[src/rtl/alu_pkg.sv]
// Shared ALU definitions: opcode encoding, datapath width and the buffered response record.
// Pure type/constant package; no logic, no latency.
// No flow control here; consumers apply their own handshakes.
package alu_pkg;

  localparam int XLEN    = 64;
  // Widest requester tag any arbiter built on this package carries (8 requesters).
  localparam int IDW_MAX = 3;

  typedef enum logic [3:0] {
    AND = 4'd0,
    OR  = 4'd1,
    ADD = 4'd2,
    SUB = 4'd6,
    SLT = 4'd7,
    NOR = 4'd12
  } alu_op_e;

  typedef struct packed {
    logic [IDW_MAX-1:0] id;
    logic [XLEN-1:0]    y;
    logic               zero;
  } alu_rsp_t;

endpackage

[src/rtl/alu_share_arb_rr_pick.sv]
// Round-robin picker: first asserted request at or after ptr, wrapping modulo NREQ.
// Purely combinational, zero latency.
// No backpressure of its own; the caller qualifies the grant with its accept condition.
module rr_pick #(
  parameter int NREQ = 2,
  parameter int IDW  = (NREQ > 1) ? $clog2(NREQ) : 1
) (
  input  logic [NREQ-1:0] req,
  input  logic [IDW-1:0]  ptr,
  output logic [NREQ-1:0] grant,
  output logic [IDW-1:0]  gidx,
  output logic            any
);

  // Scan from the pointer; the first hit wins and later hits are ignored.
  always_comb begin : pick_comb
    int j;
    grant = '0;
    gidx  = '0;
    any   = 1'b0;
    j     = 0;
    for (int k = 0; k < NREQ; k++) begin
      j = int'((32'(ptr) + 32'(k)) % 32'(NREQ));
      if (!any && req[j]) begin
        any      = 1'b1;
        grant[j] = 1'b1;
        gidx     = IDW'(j);
      end
    end
  end

endmodule

[src/rtl/alu_share_arb.sv]
// Shares one integer ALU among NREQ valid/ready requesters with round-robin arbitration.
// Latency: accept in cycle N gives rsp_valid in cycle N+1; one op per cycle when rsp_ready stays high.
// Backpressure: while the single-entry buffer is full and rsp_ready is low, every req_ready is held low.
module alu_share_arb
  import alu_pkg::*;
#(
  parameter int NREQ  = 2,
  parameter int WIDTH = XLEN,
  parameter int IDW   = (NREQ > 1) ? $clog2(NREQ) : 1
) (
  input  logic                       clk,
  input  logic                       reset,
  input  logic [NREQ-1:0]            req_valid,
  output logic [NREQ-1:0]            req_ready,
  input  logic [NREQ-1:0][3:0]       req_ctrl,
  input  logic [NREQ-1:0][WIDTH-1:0] req_a,
  input  logic [NREQ-1:0][WIDTH-1:0] req_b,
  output logic                       rsp_valid,
  input  logic                       rsp_ready,
  output logic [IDW-1:0]             rsp_id,
  output logic [WIDTH-1:0]           rsp_y,
  output logic                       rsp_zero
);

  typedef enum logic {EMPTY = 1'b0, FULL = 1'b1} state_e;

  state_e           state, state_nxt;
  logic [IDW-1:0]   ptr, ptr_nxt, gidx;
  logic [NREQ-1:0]  grant;
  logic             any, can_accept, accept;
  logic [3:0]       op;
  logic [WIDTH-1:0] op_a, op_b, alu_y;
  alu_rsp_t         rsp_q;

  rr_pick #(.NREQ(NREQ), .IDW(IDW)) u_pick (
    .req   (req_valid),
    .ptr   (ptr),
    .grant (grant),
    .gidx  (gidx),
    .any   (any)
  );

  // Only the granted requester's operands reach the ALU.
  assign op      = req_ctrl[gidx];
  assign op_a    = req_a[gidx];
  assign op_b    = req_b[gidx];
  assign ptr_nxt = IDW'((32'(gidx) + 32'd1) % 32'(NREQ));

  // ALU function; undefined codes produce zero.
  always_comb begin
    alu_y = '0;
    case (alu_op_e'(op))
      AND:     alu_y = op_a & op_b;
      OR:      alu_y = op_a | op_b;
      ADD:     alu_y = op_a + op_b;
      SUB:     alu_y = op_a - op_b;
      SLT:     alu_y = (op_a < op_b) ? WIDTH'(1) : '0;
      NOR:     alu_y = ~(op_a | op_b);
      default: alu_y = '0;
    endcase
  end

  // Next state and handshake outputs; a drain and a new accept may share a cycle.
  always_comb begin
    state_nxt  = state;
    rsp_valid  = (state == FULL);
    can_accept = (state == EMPTY) || (rsp_valid && rsp_ready);
    accept     = any && can_accept && !reset;
    req_ready  = accept ? grant : '0;
    if (accept) begin
      state_nxt = FULL;
    end else if (rsp_valid && rsp_ready) begin
      state_nxt = EMPTY;
    end
  end

  // State register.
  always_ff @(posedge clk) begin
    if (reset) begin
      state <= EMPTY;
    end else begin
      state <= state_nxt;
    end
  end

  // Response buffer and priority pointer move only on an accept.
  always_ff @(posedge clk) begin
    if (reset) begin
      rsp_q <= '0;
      ptr   <= '0;
    end else if (accept) begin
      rsp_q.id   <= IDW_MAX'(gidx);
      rsp_q.y    <= XLEN'(alu_y);
      rsp_q.zero <= (alu_y == '0);
      ptr        <= ptr_nxt;
    end
  end

  assign rsp_id   = rsp_q.id[IDW-1:0];
  assign rsp_y    = rsp_q.y[WIDTH-1:0];
  assign rsp_zero = rsp_q.zero;

  // Tag/result bits above IDW/WIDTH are always loaded as zero.
  logic unused_bits;
  assign unused_bits = ^{rsp_q.id, rsp_q.y};

  // Requesters must keep valid and payload steady until they are granted.
  for (genvar i = 0; i < NREQ; i++) begin : g_proto
    a_req_hold: assert property (@(posedge clk)
      (!reset && req_valid[i] && !req_ready[i]) |=>
        (reset || (req_valid[i] && $stable(req_ctrl[i]) &&
                   $stable(req_a[i]) && $stable(req_b[i]))));
  end

  a_one_ready: assert property (@(posedge clk) $onehot0(req_ready));

endmodule

[config.mk]
export PLATFORM = sky130hd
export DESIGN_NAME = alu_share_arb
export DESIGN_NICKNAME = d
export VERILOG_FILES = /design/src/rtl/alu_pkg.sv /design/src/rtl/alu_share_arb_rr_pick.sv /design/src/rtl/alu_share_arb.sv
export SDC_FILE = /design/constraint.sdc
export NUM_CORES = 1
export LEC_CHECK = 0
export ABC_CLOCK_PERIOD_IN_PS = 12150
export BUFFER_PORTS_ARGS = -buffer_cell sky130_fd_sc_hd__clkbuf_2
export CAP_MARGIN = 20
export CORE_MARGIN = 8
export CORE_UTILIZATION = 40
export DETAILED_ROUTE_END_ITERATION = 6
export PLACE_DENSITY = 0.7
export SYNTH_ARGS = -nofsm -noshare
export SYNTH_HDL_FRONTEND = slang
export SYNTH_SLANG_ARGS = --single-unit
[constraint.sdc]
create_clock -name clk -period 12.15 [get_ports clk]
set_input_delay 2.43 -clock clk [delete_from_list [all_inputs] [get_ports clk]]
set_output_delay 2.43 -clock clk [all_outputs]
set_load 0.02 [all_outputs]
======== Yosys cells after proc, flatten, opt, wreduce, memory -nomap -nowiden ========
Cells that the tools add are included.
cells by class
  add/subtract/negate cells ............... 4
  $mul .................................... 0
  divide/modulo/power cells ............... 0
  order comparisons ....................... 6
  equality and inequality tests ........... 5
  shift operators ......................... 0
  multiplexer cells ....................... 25
  bitwise logic cells ..................... 5
  reductions and logical operators ........ 12
operator list
  cell                                                                   count
  64-bit one-hot mux with 6 select lines                                 1
  64-bit two-way mux                                                     4
  64-bit adder                                                           1
  64-bit bitwise AND                                                     1
  64-bit logical NOT                                                     1
  64-bit < comparator                                                    1
  64-bit NOT                                                             1
  64-bit bitwise OR                                                      1
  64-bit subtractor                                                      1
  1-bit two-way mux                                                      13
  4-bit by 3-bit == test with 1-bit output (second input constant)       2
  4-bit two-way mux                                                      2
  1-bit logical AND                                                      6
  1-bit by 2-bit < comparator with 1-bit output (second input constant)  3
  2-bit two-way mux                                                      3
  4-bit by 1-bit == test with 1-bit output (second input constant)       1
  4-bit by 2-bit == test with 1-bit output (second input constant)       1
  4-bit == test (second input constant)                                  1
  4-bit logical NOT                                                      1
  1-bit adder (second input constant)                                    2
  1-bit demux with 1-bit select                                          2
  1-bit greater-or-equal comparator (second input constant)              2
  1-bit logical NOT                                                      2
  2-bit bitwise OR                                                       1
  other kinds (3)                                                        3
storage, ports and cells
  register bits ........................... 68
  bits in latches ......................... 0
  memory bits (writable) .................. 0
  memory bits (read-only) ................. 0
  input port bits ......................... 269
  output and inout port bits .............. 69
  word-level logic and storage cells ...... 62
  memories ................................ 0

======== Longest topological paths before layout ========
  depth in word-level cells ............... 12
  mapped depth ............................ 25
  depth with buffers taken out ............ 20

======== Cells and area by module ========
From an unflattened synthesis, not the netlist that was laid out.
second synthesis, totals
  cells, all modules ...................... 2236
  area total of the unflattened synthesis .. 15668.8 µm²
by module, submodules not included
  module         instances  cells each  area each (µm²)  seq. area each (µm²)
  alu_share_arb  1          2231        15636.2          1361.3
  rr_pick        1          5           32.5             0.0

======== Least setup slack after synthesis ========
Ideal clock, no wire load.
  path type ............................... input port to flip-flop
  start point ............................. input port req_valid[0]
  end point ............................... register rsp_q, in the netlist rsp_zero
  setup time .............................. 0.059 ns
  arrival time ............................ 8.119 ns
  required time ........................... 12.091 ns
  path slack .............................. 3.973 ns
  stages on the path ...................... 24
  buffers on the path ..................... 6
  cells stage by stage .................... nor2b_1 buf_2 nor2_1 buf_2 clkbuf_1 clkbuf_1 buf_1 nand2_1 nand2_1 ha_1 buf_6 a21oi_4 o21ai_2 a221oi_2 a21boi_2 or3_4 a21oi_2 o32ai_1 or4_1 or4_1 or4_1 or4_1 nor2_1 a31o_1
on the way
  cells in the longest elaborated chain, start to end .. 12
  elaborated cells on any way between the ends .. 33
  those cells by class .................... 2 x add/sub; 1 x order compare; 5 x eq/ne; 16 x mux; 3 x bitwise; 6 x reduce/logical
RTL lines
  element                                                          RTL line                                                       RTL
  from (decl)                                                      alu_share_arb.sv:13                                            input logic [NREQ-1:0] req_valid,
  1-bit two-way mux (not written as such) (2 in series)            alu_share_arb_rr_pick.sv:24                                    if (!any && req[j]) begin
  1-bit two-way mux                                                alu_share_arb_rr_pick.sv:24
  1-bit logical NOT                                                alu_share_arb_rr_pick.sv:24
  1-bit logical AND                                                alu_share_arb_rr_pick.sv:24
  1-bit two-way mux                                                alu_share_arb_rr_pick.sv:24
  64-bit two-way mux, on equally long branches (2 in series)       alu_share_arb.sv:45, alu_share_arb.sv:46
  64-bit < comparator / 64-bit bitwise OR (equally long branches)  alu_share_arb.sv:57, alu_share_arb.sv:54, alu_share_arb.sv:58
  1-bit two-way mux / 64-bit NOT (equally long branches)           alu_share_arb.sv:57, alu_share_arb.sv:58
  64-bit one-hot mux with 6 select lines                           alu_share_arb.sv:52                                            case (alu_op_e'(op))
  64-bit logical NOT                                               alu_share_arb.sv:94                                            rsp_q.zero <= (alu_y == '0);
  to (decl)                                                        alu_share_arb.sv:33                                            alu_rsp_t rsp_q;
Several ways; a longest one is shown, not always the timed one. The select of a mux whose other input is x is not followed.
A chain may end at the register's enable or synchronous reset.

======== Worst setup path in the final report ========
  start point ............................. input port req_valid[1]
  end point ............................... register rsp_q, in the netlist rsp_zero
The elaborated chain is that of the path after synthesis.

==> metrics.cfg <==
[status]
outcome=finished with violations
failing_checks=DRC

[sta]
timing.max_slew.rel_slack_pct=21.3
tns_ns=0
layout_worst_path_cycle_share_pct=75.0
worstMarginPinSlew_ns=1.18
finalSetupViolCount=0
final_max_slew_viols=0
fmax_ghz=0.110
timing.final.crit_period_ns=9.12
clock_skew_ns=0.00863
hold_viol_final=0
rsz_0062_raised_after_global_routing=no

[yosys]
dominantRegCellSynth=sky130_fd_sc_hd__dfxtp_1
synthDominantCellAreaShare_pct=14.3
synth_area_leaders=sky130_fd_sc_hd__ha_1, sky130_fd_sc_hd__nand2_1, sky130_fd_sc_hd__dfxtp_1, sky130_fd_sc_hd__a21oi_1, sky130_fd_sc_hd__inv_1
synth-seq-cells=68
synthesis.area_per_instance_um2=6.57
synth_warnings=0
syn-num-nets=3050
synth_area_mm2=0.0170
count_of_flip_flops_with_a_built_in_enable_after_synthesis=0
count_of_mapped_cells_out_of_synthesis=2585
asyncSetResetFlopFracSynth_pct=0
synth_cell_types=105
ys_seq_area_share_pct=8.01
post-synth-top-area-cell=sky130_fd_sc_hd__ha_1

[min_path]
timing.hold.worst.start=rsp_y[6]$_SDFFE_PP0P_
hold_path_sink=rsp_y[6]$_SDFFE_PP0P_
timing.hold.worst_path_depth=2
min_path_type=register to register

[clocking]
cts_tree=done
cts_buffers=9
clk_pin_slew_worst_paths_ns=0.06
htreeDepth=3
clock_tree.buffer_depth=2
clkSinkCount=68
cts.hold.buffers_added=0
post_cts.repair.setup_buffers=0
clk_tree_root_cell=sky130_fd_sc_hd__clkbuf_16
ctsResizeCount=0
clkLatencyLatePin_ns=0.34

[floorplan]
placementRows=75
design.portCount=338
die-width_um=222
start_util_pct=40.5
design.core.area_mm2=0.0419
die_area_mm2=0.0493
dieHeight_um=222

[final_layout]
area_growth_syn_to_layout_pct=13.5
num-nets-final=3277
final_layout_size_suffix_gt1_share_pct=17.0
antenna_cells_inserted=0
post_layout_nonfiller_instances=3356
most_frequent_cells_in_the_layout=sky130_fd_sc_hd__nand2_1, sky130_fd_sc_hd__clkbuf_2, sky130_fd_sc_hd__inv_1
layout_commonest_cell=sky130_fd_sc_hd__nand2_1

[setup_path]
crit_type=input port to register
ff_to_ff_end=rsp_zero$_SDFFE_PP0P_
slowest_stage=sky130_fd_sc_hd__a211oi_1
regToRegSetupSlack_ns=4.89
timing.critical_path.required_ns=12.43
worstPathMaxFanout=38
worst_r2r_path_depth=20
crit_path_max_incr_delay_ns=0.69
cp_cell_sequence=clkbuf_2 > inv_1 > nor2_4 > buf_4 > nand2_1 > nand2_1 > ha_1 > nor4_1 > o21ai_1 > o211ai_1 > o21ai_0 > a211oi_1 > o2111ai_1 > nand4_1 > or3b_2 > a211oi_1 > nand4_1 > or4_1 > nor2_1 > a31o_1
regToRegStartpoint=ptr$_SDFFE_PP0P_
worst-endpoint-arrival_ns=9.40
critical_path.startpoint_type=input port
endpoint_kind=register

[global_route]
grt_antenna_before_repair=0
grt_max_degree=95
first_global_vias=21500
grt-ovfl-total=0
grt_pass1_wl_um=134000
total_global_route_track_usage_pct=34.5

[placed_design]
number_of_input_and_output_port_buffers_inserted=337
post-dp-hpwl_um=73100
placed_cells_incl_taps=3339
gp_routability_congestion=1.04

[route]
count_of_vias_placed_by_the_detailed_router=22000
postRouteAntennaNets=0
drc_errors_left=5
initialDrtViolationCount=2580
route.detailed.wl_per_inst_um=27.0
avgViaCountPerCell=6.56
drt_pass1_iterations=7
routed_wl_um=90600

[power]
pwr_density_mw_per_mm2=100
leakagePower_uw=0.00926
vdd_ir_drop_max_v=0.0000818

[run]
drv.max_cap_violation_count=0

[kinds of logic (layout without fill, tap and decap cells)]
family / count (synthesis) / count (layout) / synth area share [%]
compound gates: 861 / 861 / 35.6
xor+xnor: 11 / 11 / 0.567
fa+ha+maj: 196 / 196 / 14.5
buf+inv: 377 / 609 / 8.97
flops: 68 / 68 / 8.01
mux: 85 / 85 / 5.19
simple gates: 987 / 987 / 27.2
[synthesized netlist by cell type (46+ instances only)]
library cell / count
sky130_fd_sc_hd__a21oi_1: 212
sky130_fd_sc_hd__clkbuf_1: 100
sky130_fd_sc_hd__dfxtp_1: 68
sky130_fd_sc_hd__ha_1: 194
sky130_fd_sc_hd__inv_1: 215
sky130_fd_sc_hd__mux2i_1: 78
sky130_fd_sc_hd__nand2_1: 381
sky130_fd_sc_hd__nand3_1: 100
sky130_fd_sc_hd__nand4_1: 46
sky130_fd_sc_hd__nor2_1: 197
sky130_fd_sc_hd__nor3_1: 72
sky130_fd_sc_hd__o21ai_0: 155
[area by class of cell]
type | count | area (um2)
Multi-Input combinational cell | 2140 | 14200
Inverter | 218 | 818
Clock inverter | 7 | 80.1
Sequential cell | 68 | 1360
Clock buffer | 9 | 225
Timing Repair Buffer | 375 | 1980
Tap cell | 539 | 674
Fill cell | 4433 | 22700
[metal layers]
| layer | global-route usage, % | vias up | routed length, um |
|---|---|---|---|
| li1 | - | 10000 | - |
| met5 | 0 | - | 0 |
| met1 | 39.9 | 10500 | 34600 |
| met3 | 4.22 | 282 | 6150 |
| met2 | 61.2 | 1224 | 43800 |
| met4 | 19.2 | 0 | 6050 |
[critical path, delay by kind of cell]
kind / cells / cell delay, ns
compound gates: 7 / 2.78
buf+inv: 3 / 1.33
simple gates: 9 / 2.42
fa+ha+maj: 1 / 0.39
[through the flow]
step           power [uW]  utilization, %  hold WS, ns  cell area (um2)  setup WS, ns
2_1_floorplan        1130               -        0.492            17000          3.97
3_3_place_gp         1610            45.3        0.446            19000          2.87
6_report             1930            46.0        0.461            19300          3.03
3_5_place_dp         1610            45.3        0.452            19000          2.84
4_1_cts              1890            46.0        0.464            19300          3.16
5_1_grt              2030            46.0        0.489            19300          2.62
[how the worst max path moves through the flow]
stage	from	endpoint	cells past startpoint
6_report	req_valid[1]	rsp_zero$_SDFFE_PP0P_	20
3_5_place_dp	req_valid[1]	rsp_zero$_SDFFE_PP0P_	20
2_1_floorplan	req_valid[0]	rsp_zero$_SDFFE_PP0P_	24
4_1_cts	req_valid[1]	rsp_zero$_SDFFE_PP0P_	20
5_1_grt	req_valid[1]	rsp_zero$_SDFFE_PP0P_	20
3_3_place_gp	req_valid[1]	rsp_zero$_SDFFE_PP0P_	20
[where the power goes]
group	internal [uW]	switching (uW)	total [uW]
logic	428	955	1380
clock network	162	114	276
registers	253	20.5	274
[registers in the layout (all words and copies together) (netlist names)]
register and flops:
rsp_y 64, rsp_zero 1, ptr 1, rsp_valid 1
rsp_id 1
Power figures use the tool's default switching activity.
